===== config.mk =====
export PLATFORM = sky130hd
export DESIGN_NAME = timekeeper_ctrl
export DESIGN_NICKNAME = d
export VERILOG_FILES = /design/src/rtl/timekeeper_ctrl.sv
export SDC_FILE = /design/constraint.sdc
export NUM_CORES = 1
export LEC_CHECK = 0
export ABC_AREA = 1
export BUFFER_PORTS_ARGS = -buffer_cell sky130_fd_sc_hd__buf_4
export CORE_MARGIN = 2
export CORE_UTILIZATION = 30
export CTS_BUF_LIST = sky130_fd_sc_hd__clkbuf_16
export CTS_CLUSTER_SIZE = 12
export DETAILED_ROUTE_END_ITERATION = 8
export RECOVER_POWER = 50
export SLEW_MARGIN = 20
export SYNTH_ARGS = -nofsm -noshare
export SYNTH_HDL_FRONTEND = slang
export SYNTH_SLANG_ARGS = --single-unit

===== constraint.sdc =====
create_clock -name clk -period 1.8 [get_ports clk]
set_input_delay 0.18 -clock clk [delete_from_list [all_inputs] [get_ports clk]]
set_output_delay 0.18 -clock clk [all_outputs]
set_load 0.02 [all_outputs]

===== src/rtl/timekeeper_ctrl.sv =====
// Time-of-day controller: packed-BCD hh:mm:ss with tick-driven carries and a button-driven set-mode FSM.
// Define TIMEKEEPER_SEC_SET_EN to compile in the SET_SEC state (seconds clear via btn_inc).
module timekeeper_ctrl #(
    parameter logic [7:0] INIT_HOUR = 8'h12,
    parameter logic [7:0] INIT_MIN  = 8'h00
) (
    input  logic       clk,
    input  logic       reset,
    input  logic       tick,
    input  logic       btn_mode,
    input  logic       btn_inc,
    output logic [7:0] hour,
    output logic [7:0] min,
    output logic [7:0] sec,
    output logic [1:0] mode,
    output logic       blink,
    output logic       chime
);

`ifdef TIMEKEEPER_SEC_SET_EN
    typedef enum logic [1:0] {RUN = 2'd0, SET_HOUR = 2'd1, SET_MIN = 2'd2, SET_SEC = 2'd3} state_t;
`else
    typedef enum logic [1:0] {RUN = 2'd0, SET_HOUR = 2'd1, SET_MIN = 2'd2} state_t;
`endif

    state_t     state_q, state_d;
    logic [7:0] hour_q, min_q, sec_q;
    logic [7:0] hour_d, min_d, sec_d;
    logic       phase_q, phase_d;
    logic       blink_q, blink_d;
    logic       chime_q, chime_d;

    // Wraps to 00 at maxv explicitly, so no field ever depends on a nibble overflow.
    function automatic logic [7:0] bcd_inc(input logic [7:0] v, input logic [7:0] maxv);
        if (v == maxv)
            return 8'h00;
        else if (v[3:0] == 4'd9)
            return {v[7:4] + 4'd1, 4'd0};
        else
            return {v[7:4], v[3:0] + 4'd1};
    endfunction

    always_ff @(posedge clk) begin
        if (reset)
            state_q <= RUN;
        else
            state_q <= state_d;
    end

    always_comb begin
        state_d = state_q;
        if (btn_mode) begin
            case (state_q)
                RUN:      state_d = SET_HOUR;
                SET_HOUR: state_d = SET_MIN;
`ifdef TIMEKEEPER_SEC_SET_EN
                SET_MIN:  state_d = SET_SEC;
                SET_SEC:  state_d = RUN;
`else
                SET_MIN:  state_d = RUN;
`endif
                default:  state_d = RUN;
            endcase
        end
    end

    always_comb begin
        hour_d  = hour_q;
        min_d   = min_q;
        sec_d   = sec_q;
        chime_d = 1'b0;
        phase_d = tick ? ~phase_q : phase_q;

        if (state_q == RUN) begin
            if (tick) begin
                sec_d = bcd_inc(sec_q, 8'h59);
                if (sec_q == 8'h59) begin
                    min_d = bcd_inc(min_q, 8'h59);
                    if (min_q == 8'h59) begin
                        hour_d  = bcd_inc(hour_q, 8'h23);
                        chime_d = 1'b1;
                    end
                end
            end
            if (btn_mode)
                phase_d = 1'b0;
        end else if (btn_mode) begin
`ifndef TIMEKEEPER_SEC_SET_EN
            if (state_q == SET_MIN)
                sec_d = 8'h00;
`endif
        end else if (btn_inc) begin
            case (state_q)
                SET_HOUR: hour_d = bcd_inc(hour_q, 8'h23);
                SET_MIN:  min_d  = bcd_inc(min_q, 8'h59);
`ifdef TIMEKEEPER_SEC_SET_EN
                SET_SEC:  sec_d  = 8'h00;
`endif
                default:  ;
            endcase
        end

        blink_d = (state_d != RUN) ? phase_d : 1'b0;
    end

    always_ff @(posedge clk) begin
        if (reset) begin
            hour_q  <= INIT_HOUR;
            min_q   <= INIT_MIN;
            sec_q   <= 8'h00;
            phase_q <= 1'b0;
            blink_q <= 1'b0;
            chime_q <= 1'b0;
        end else begin
            hour_q  <= hour_d;
            min_q   <= min_d;
            sec_q   <= sec_d;
            phase_q <= phase_d;
            blink_q <= blink_d;
            chime_q <= chime_d;
        end
    end

    assign hour  = hour_q;
    assign min   = min_q;
    assign sec   = sec_q;
    assign mode  = state_q;
    assign blink = blink_q;
    assign chime = chime_q;

endmodule


==> flow_summary.toml <==
[clocking]
cts_resized = 0
ctsHoldBuffers = 0
cts_made_buffers = 5
cts_tree = "built"
clk_pin_slew_ns = 0.05
h-tree-depth = 2
worstSkewPairLatency_ns = 0.27
clockRootBuffer = "clkbuf_16"
cts_setup_buffers = 0
cts.sinks = 29
clock_path_buffers = 2

[synth]
synth_adder_area_share_pct = 8.87
ys_warn_count = 0
synth.cell_area_mm2 = 0.00169
synth-simple-area-share_pct = 37.5
syn_inst = 246
synthXorXnorAreaFrac_pct = 3.62
ys_seq_elements = 29
yosysSeqAreaShare_pct = 34.3
synth_top_family_by_area = "simple AND/OR/NAND/NOR gates"
synth.avg_cell_area_um2 = 6.88
muxShareOfSynthArea_pct = 0
syn-num-nets = 263
synth_cell_types = 25
synth_compound_area_share_pct = 6.21

[flow_run]
max_cap_viol_count = 0

[worst_setup_path]
worst-path-buf-inv = 1
crit_type = "reg -> reg"
crit_family = "simple AND/OR/NAND/NOR gates"
rr_endpoint = "hour[2]"
critPathSlowestCell = "dfxtp_1"
critPathLaunchType = "flop"
r2r_start = "sec[0]"
required_ns = 1.97
max_stage_delay_ns = 0.40
r2r_slack_ns = 0.19
worstRegToRegCells = 10
end_kind = "flop"
critical_path.cell_chain = "ha_1, nand3_1, inv_1, nand2_1, nand2_4, nand2_1, nor2_4, nand2_1, nand2_1, nor2_1"
crit_fanout = 9
arrival_ns = 1.77
cp_common_cell = "nand2_1"

[route]
first_pass_iters = 4
routed_wl_um = 3630
drt_iter0_drc = 36
drc = 0
postRouteAntennaNets = 0
vias = 1589
vias_per_cell = 4.45
post_drt_wl_per_cell_um = 10.2

[power_and_ir_drop]
powerDensity_mw_per_mm2 = 816
clkPwrFrac_pct = 44.2
ir_worst_vdd_mv = 0.336
pwr-share-comb_pct = 14.8
p_leak_nw = 0.984
seq_power_share_pct = 40.9
intPower_mw = 1.24
sw_frac_of_total_pct = 27.0
switchingPower_uw = 460

[finish]
final_cell_mix = "nand2_1, inv_1, nor2_1, dfxtp_1"
final_net_count = 302
nFillCells = 617
n_antenna_cell = 0
drive_gt1_share_pct = 11.2
mostFrequentLayoutCell = "nand2_1"
design_area_mm2 = 0.00209
syn2layout_area_growth_pct = 23.4

[place]
dp_slack_ns = 0.162
gp_congestion = 0.771
place_area_mm2 = 0.00203
dp_hpwl_um = 2790
io_buffer_count = 32

[sta]
min_period_ns = 1.61
worstMarginPinSlew_ns = 0.455
report.final.hold_viol_count = 0
setup_ws_ns = 0.194
slew_headroom_pct = 69.6
period_share_pct = 89.2
finalMaxSlewViolations = 0
skew_ns = 0.00359
final-setup-viol-count = 0
fmax_ghz = 0.623

[min_path]
min_delay_worst_endpoint = "hour[6]"
hp-class = "in -> reg"
min_delay_path_depth = 2
holdCritStartpoint = "reset"

[die]
fp.dieW_um = 79.1
core_area_mm2 = 0.00547
die_h_um = 79.1
fp-row-count = 27
pin_count = 33
die_area_mm2 = 0.00626
initial_core_util_pct = 30.9

[status]
status = "completed"

[global_routing]
grt_usage_pct = 12.4
grt_start_max_net_pins = 16
grt_pass1_vias = 1367
antenna_found_initial = 0
grt_overflow = 0
grt_pass1_wl_um = 6090
-- worst reg2reg max path, delay by kind of cell, from the launching register on --
kind / cells / cell delay (ns)
fa+ha+maj: 1 / 0.17
buf+inv: 1 / 0.13
flops: 1 / 0.40
simple gates: 8 / 0.80
-- worst max-delay path by stage --
| stage | slack [ns] | to | startpoint | cells after the start |
|---|---|---|---|---|
| after floorplan | 0.19 | hour[0] | sec[0] | 10 |
| after global placement | 0.21 | hour[0] | sec[1] | 11 |
| after detailed placement | 0.16 | hour[2] | sec[0] | 10 |
| after CTS | 0.14 | hour[2] | sec[0] | 10 |
| after global routing | -0.006 | hour[0] | sec[1] | 11 |
| final | 0.19 | hour[2] | sec[0] | 10 |
-- metrics by stage --
stage	hold WS, ns	instances	utilization (%)	power [mW]	setup TNS [ns]
after floorplan	0.334	246	-	0.891	0
after global placement	0.445	350	37.1	0.970	0
after detailed placement	0.444	350	37.1	0.973	0
after CTS	0.157	357	39.5	1.74	0
after global routing	0.168	357	38.2	1.79	-0.00572
final	0.163	357	38.2	1.70	0
-- layer usage --
metal / vias to the layer above / track usage [%] / share of wire [%]
met2: 31 / 18.8 / 43
met1: 707 / 16.3 / 51
met4: 0 / 5.17 / 1.3
met5: - / 0 / 0
met3: 4 / 3.86 / 4.9
li1: 847 / - / -
-- power groups by stage --
stage	combinational (mW)	sequential [mW]	clock [mW]
6_report	0.252	0.698	0.754
5_1_grt	0.285	0.701	0.807
3_3_place_gp	0.262	0.709	0
4_1_cts	0.265	0.697	0.777
3_5_place_dp	0.263	0.710	0
2_1_floorplan	0.157	0.734	0
-- layout make-up --
class	count	area (um^2)	share of cell area, %
multi-input cells	175	970	46.4
flip-flops and latches	29	582	27.9
repair buffers	34	161	7.73
inverters	40	153	7.31
clock buffers	5	125	5.99
well taps	72	90.1	4.31
clock inverters	2	7.51	0.359
-- flip-flops by register name (all words and copies together), names as in the netlist --
register	cells
mode	2
hour	8
blink	1
chime	1
sec	8
min	8
phase_q	1
-- Yosys cell counts --
master	n	area [um^2]
nor3b_1	3	22.5
nand2_2	4	25.0
o21ai_2	1	8.76
dfxtp_1	29	581
nand4_1	3	18.8
or2_0	1	6.26
xor2_1	6	52.6
nor2_8	2	40.0
nor2_1	32	120
a21oi_1	9	45.0
inv_1	36	135
a211oi_1	1	7.51
a21oi_2	1	8.76
nand2_1	57	214
inv_4	1	6.26
o21ai_0	4	20.0
nand3_1	26	130
clkbuf_1	2	7.51
ha_1	12	150
o21ai_1	3	15.0
nor3_1	6	30.0
inv_2	3	11.3
xnor2_1	1	8.76
nand2_4	2	22.5
nor2_2	1	6.26
-- cell families (layout without fill, tap and decap cells) --
logic type / Yosys count / in the layout
fa+ha+maj: 12 / 12
buf+inv: 42 / 81
compound gates: 19 / 19
xor+xnor: 7 / 7
flops: 29 / 29
simple gates: 137 / 137
No activity file was read; power rests on OpenSTA's default activity.
